==> src/rtl/memcore_pkg.sv <==
// Shared definitions for the memcore BRAM read-side client:
// FSM state encoding and skid buffer depth.
package memcore_pkg;

  localparam int SKID_DEPTH = 2;
  localparam int OCC_W      = 2;

  typedef enum logic [1:0] {
    IDLE  = 2'd0,
    READ  = 2'd1,
    DRAIN = 2'd2
  } rd_state_t;

endpackage

==> src/rtl/memcore_read_skid.sv <==
// Two-entry in-order data+last buffer with simultaneous push/pop.
// Entry 0 is always the head, so the output never needs a read mux.
module memcore_read_skid
  import memcore_pkg::*;
#(
  parameter int DATA_WIDTH = 32
) (
  input  logic                  clk,
  input  logic                  reset,
  input  logic                  push,
  input  logic [DATA_WIDTH-1:0] push_data,
  input  logic                  push_last,
  input  logic                  pop,
  output logic [DATA_WIDTH-1:0] head_data,
  output logic                  head_last,
  output logic [OCC_W-1:0]      occ
);

  logic [DATA_WIDTH-1:0] data0, data1;
  logic                  last0, last1;

  always_ff @(posedge clk or negedge reset) begin
    if (!reset) begin
      occ   <= '0;
      data0 <= '0;
      data1 <= '0;
      last0 <= 1'b0;
      last1 <= 1'b0;
    end else begin
      unique case ({push, pop})
        2'b10: begin
          if (occ == '0) begin
            data0 <= push_data;
            last0 <= push_last;
          end else begin
            data1 <= push_data;
            last1 <= push_last;
          end
          occ <= occ + 1'b1;
        end
        2'b01: begin
          data0 <= data1;
          last0 <= last1;
          occ   <= occ - 1'b1;
        end
        2'b11: begin
          // Head leaves while a new word arrives: the new word lands
          // behind whatever remains.
          if (occ == OCC_W'(1)) begin
            data0 <= push_data;
            last0 <= push_last;
          end else begin
            data0 <= data1;
            last0 <= last1;
            data1 <= push_data;
            last1 <= push_last;
          end
        end
        default: ;
      endcase
    end
  end

  assign head_data = data0;
  assign head_last = last0;

  overflow_chk: assert property (@(posedge clk) disable iff (!reset)
    !(push && !pop && occ == OCC_W'(SKID_DEPTH)));

endmodule

==> src/rtl/memcore_bram_stream_reader.sv <==
// Burst reader for the memcore read port: issues one read per cycle while
// the skid buffer has room and streams the words out with a last flag.
module memcore_bram_stream_reader
  import memcore_pkg::*;
#(
  parameter int DATA_WIDTH    = 32,
  parameter int ADDRESS_WIDTH = 6,
  parameter int LEN_WIDTH     = 7
) (
  input  logic                     clk,
  input  logic                     reset,
  input  logic [ADDRESS_WIDTH-1:0] cmd_addr,
  input  logic [LEN_WIDTH-1:0]     cmd_len,
  input  logic                     cmd_valid,
  output logic                     cmd_ready,
  output logic [ADDRESS_WIDTH-1:0] mem_address1,
  output logic                     mem_ce1,
  input  logic [DATA_WIDTH-1:0]    mem_q1,
  output logic [DATA_WIDTH-1:0]    out_data,
  output logic                     out_last,
  output logic                     out_valid,
  input  logic                     out_ready,
  output logic                     busy
);

  rd_state_t              state, state_nx;
  logic [ADDRESS_WIDTH-1:0] addr_q;
  logic [LEN_WIDTH-1:0]     remaining_q;
  logic                     inflight_q, inflight_last_q;
  logic [OCC_W-1:0]         occ;
  logic                     accept, pop, issue, issue_last;
  logic [2:0]               fill;

  assign cmd_ready  = (state == IDLE);
  assign busy       = (state != IDLE);
  assign accept     = cmd_valid && cmd_ready;
  assign out_valid  = (occ != '0);
  assign pop        = out_valid && out_ready;

  // A read may issue only if its word is guaranteed a slot when it lands,
  // counting the word already in flight and any beat leaving this cycle.
  assign fill       = {1'b0, occ} + {2'b00, inflight_q};
  assign issue      = (state == READ) && (fill < (3'd2 + {2'b00, pop}));
  assign issue_last = issue && (remaining_q == LEN_WIDTH'(1));

  assign mem_ce1      = issue;
  assign mem_address1 = addr_q;

  always_comb begin
    state_nx = state;
    unique case (state)
      IDLE:    if (accept) state_nx = (cmd_len != '0) ? READ : DRAIN;
      READ:    if (issue_last) state_nx = DRAIN;
      DRAIN:   if (!inflight_q && occ == '0) state_nx = IDLE;
      default: state_nx = IDLE;
    endcase
  end

  always_ff @(posedge clk or negedge reset) begin
    if (!reset) begin
      state           <= IDLE;
      addr_q          <= '0;
      remaining_q     <= '0;
      inflight_q      <= 1'b0;
      inflight_last_q <= 1'b0;
    end else begin
      state           <= state_nx;
      inflight_q      <= issue;
      inflight_last_q <= issue_last;
      if (accept) begin
        addr_q      <= cmd_addr;
        remaining_q <= cmd_len;
      end else if (issue) begin
        addr_q      <= addr_q + 1'b1;
        remaining_q <= remaining_q - 1'b1;
      end
    end
  end

  // q1 is only meaningful the cycle after a ce1 edge, so capture is gated
  // purely by inflight.
  memcore_read_skid #(
    .DATA_WIDTH(DATA_WIDTH)
  ) u_skid (
    .clk      (clk),
    .reset    (reset),
    .push     (inflight_q),
    .push_data(mem_q1),
    .push_last(inflight_last_q),
    .pop      (pop),
    .head_data(out_data),
    .head_last(out_last),
    .occ      (occ)
  );

endmodule

==> config.mk <==
export PLATFORM = sky130hd
export DESIGN_NAME = memcore_bram_stream_reader
export DESIGN_NICKNAME = d
export VERILOG_FILES = /design/src/rtl/memcore_pkg.sv /design/src/rtl/memcore_read_skid.sv /design/src/rtl/memcore_bram_stream_reader.sv
export SDC_FILE = /design/constraint.sdc
export NUM_CORES = 1
export LEC_CHECK = 0
export CAP_MARGIN = 30
export CELL_PAD_IN_SITES_DETAIL_PLACEMENT = 0
export CELL_PAD_IN_SITES_GLOBAL_PLACEMENT = 1
export CORE_MARGIN = 10
export CORE_UTILIZATION = 30
export CTS_CLUSTER_DIAMETER = 30
export DETAILED_ROUTE_END_ITERATION = 10
export PLACE_DENSITY = 0.68
export SLEW_MARGIN = 20
export SYNTH_ARGS = -nofsm -noshare
export SYNTH_HDL_FRONTEND = slang
export SYNTH_SLANG_ARGS = --single-unit
==> constraint.sdc <==
create_clock -name clk -period 6.03 [get_ports clk]
set_input_delay 0.603 -clock clk [delete_from_list [all_inputs] [get_ports clk]]
set_output_delay 0.603 -clock clk [all_outputs]
set_load 0.02 [all_outputs]
==> reports/qor.txt <==
======================================================================================================
Proportion of register bits with asynchronous set or reset after synthesis                        100%
Total DRC errors in the routed layout                                                                0
Die area                                                                                     17700 µm²
DR pass1 iterations                                                                                  4
Final worst path period need                                                                   3.50 ns
Wire length reported by the detailed router                                                    9620 µm
EDFF count, synth                                                                                    0
Number of setup buffers added after CTS                                                              0
Core Footprint                                                                               12600 µm²
Most frequent cell after synthesis                                                             dfrtp_1
Post-CTS Hold Fix Bufs                                                                               0
Row cnt                                                                                             41
Global-route wire length before repair                                                        15900 µm
Number of port buffers                                                                              91
Mean instance size in the synthesized netlist                                                 11.3 µm²
Height of the die                                                                               133 µm
Num CTS Buffers                                                                                      9
Worst EP arrival                                                                               2.90 ns
Mapped Cells                                                                                       339
Share of post-route cells with drive strength above 1                                            15.8%
Area of the multi-input gates                                                                 1600 µm²
Area share of the leading cell type in the synthesized netlist                                   55.5%
Layout filler cell count                                                                          1206
Clock sinks                                                                                         85
Clock latency on the worst-skew pair                                                           0.33 ns
Maximum clock rate                                                                           0.286 GHz
Count of boundary I/O pins                                                                          92
Setup-violating endpoint count in the final report                                                   0
Hold Fails Final Rpt                                                                                 0
Pin count of the biggest net entering global routing                                                67
Register area share after synthesis                                                              55.5%
Count of inserted antenna diode cells                                                                0
Synth Register Bits                                                                                 85
Synth Net Count                                                                                    398
Via count of the routed design                                                                    2904
Final TNS setup                                                                                   0 ns
Result of the run                                                                         complete, no violations
Setup repair after global routing missed its margin                                                 no
Post-cts resize count                                                                                0
Type of destination of the critical path                                                   output port
Power per standard cell area                                                                606 nW/µm²
Seq. cell area                                                                                2130 µm²
Via count normalized by instance count                                                            4.82
Warning count from the yosys run                                                                     0
Starting Density                                                                                 30.5%
Root Driver                                                                                  clkbuf_16
Average routed wire per standard cell                                                          16.0 µm
Die span in x                                                                                   133 µm
Class of the tightest hold or removal check                                                   in2async
Global routing usage summed across all routing layers                                            11.0%
TritonCTS clock tree                                                                               yes
Routability Congestion                                                                           0.790
Max-cap violations                                                                                   0
Leakage power summed over all cells                                                            2.22 nW
Number of max-slew violations in the final report                                                    0
Cell area after layout                                                                        5330 µm²
Count of cells along the worst register-to-register path                                            10
Normalized max-slew margin                                                                       52.1%
Critical setup path kind                                                                       reg2out
Clock transition at the register clock pins on the worst setup and hold paths after CTS        0.06 ns
Largest voltage drop on the vdd net                                                         0.000283 V
Top flip-flop cell by instance count after synthesis                                           dfrtp_1
Final core occ                                                                                   42.4%
Standard cell area after detailed placement                                                   5000 µm²
Maximum level of the CTS H-tree                                                                      3
CP required                                                                                    5.43 ns
Worst Setup Start Kind                                                                        register
Worst Skew                                                                                  0.00448 ns
Synth top cells by count                                                                  85 x dfrtp_1, 46 x nand2_1, 35 x o21ai_0
Worst Max-Slew Pin Slew                                                                       0.718 ns
Ratio of final minimum period to clock period                                                    58.1%
Number of distinct library cell variants in the gate-level netlist after synthesis                  42
Via count of the first global-routing pass                                                        3002
DRT antenna net count                                                                                0
Congestion Overflow GR                                                                               0
Minimum hold slack                                                                            0.252 ns
Initial antenna violation count                                                                      0
Count of nets after finishing                                                                      485
Largest area contributor in the synthesized netlist                                            dfrtp_1
Detailed-placement wirelength estimate                                                         6820 µm
Maximum number of buffers from clock root to sink                                                    2
Ranking of synthesized cells by area                                                      dfrtp_1 55%, mux2_2 10%, a22oi_1 6.5%, o21ai_0 4.6%, nand2_1 4.5%
Iteration-0 DRC Markers                                                                            188
CP Max Fanout                                                                                       15
Area of the mapped netlist                                                                    3830 µm²
Synth-to-layout area growth                                                                      39.1%
======================================================================================================
[stage by stage]
stage	setup slack (ns)	instances	power, mW
finish	2.53	603	3.23
global route	2.40	603	3.48
CTS	2.51	603	3.29
detailed placement	2.64	587	2.67
global placement	2.67	584	2.57
floorplan	3.68	339	2.06
[where the power goes]
part / internal [mW] / switching (mW)
clock: 0.385 / 0.222
sequential: 0.857 / 0.177
combinational: 0.757 / 0.833
[sequential cells by signal, summed over array words and instances (netlist names)]
name and cells:
u_skid.data1 32, u_skid.head_data 32, remaining_q 7, mem_address1 6, state 2, u_skid.occ 2, inflight_last_q 1, inflight_q 1
u_skid.head_last 1, u_skid.last1 1
[per-layer routing]
layer	vias to the layer above	track usage (%)	share of wire, %
met3	12	3.41	6.0
met4	0	4.58	1.5
met2	85	16.8	45
met1	1405	14.1	48
li1	1402	-	-
met5	-	0	0
[area by class of cell]
type	count	area share (%)
flip-flops and latches	85	39.9
multi-input cells	222	30.1
repair buffers	96	18.9
clock buffers	11	4.74
well taps	172	4.04
clock inverters	5	1.55
inverters	12	0.845
[logic make-up (layout without fill, tap and decap cells)]
group	after synthesis	after routing	share of synthesized area, %
AND/OR/NAND/NOR	80	80	9.76
buffers and inverters	32	124	3.62
multiplexers	36	36	10.5
adder cells (fa/ha/maj)	10	10	3.26
XOR/XNOR	2	2	0.457
flip-flops	85	85	55.5
AO/OA/AOI/OAI	94	94	16.9
[worst max-delay path, stage by stage (launching register included)]
cell and delay, ns:
dfrtp_1 0.45, ha_1 0.23, ha_1 0.17, or3b_1 0.41, a21o_1 0.34, inv_2 0.29
clkdlybuf4s50_1 0.67
[final timing paths]
kind,slack (ns),start,endpoint
max,2.53,inflight_q,mem_ce1
min,0.25,reset,u_skid.head_data[30]
max reg2reg,3.20,u_skid.occ[0],u_skid.data1[30]
min reg2reg,0.48,u_skid.head_data[4],u_skid.head_data[4]
max in group asynchronous,5.17,reset,u_skid.head_data[15]
min in group clk,0.48,u_skid.head_data[4],u_skid.head_data[4]
[placed cells by master (no fill, tap or decap), drive strengths merged, types with 3 or more instances in the layout]
cell / synthesis / final
clkdlybuf4s50: 0 / 90
dfrtp: 85 / 85
nand2: 46 / 46
o21ai: 35 / 35
mux2: 34 / 34
a22oi: 33 / 33
inv: 12 / 12
clkbuf: 15 / 11
ha: 10 / 10
nor2: 8 / 8
nand3: 7 / 7
buf: 5 / 6
a21oi: 5 / 5
or4: 4 / 4
nor3: 3 / 3
a221o: 3 / 3
clkinvlp: 0 / 3
or3b: 3 / 3
(Power assumes the default switching activity.)
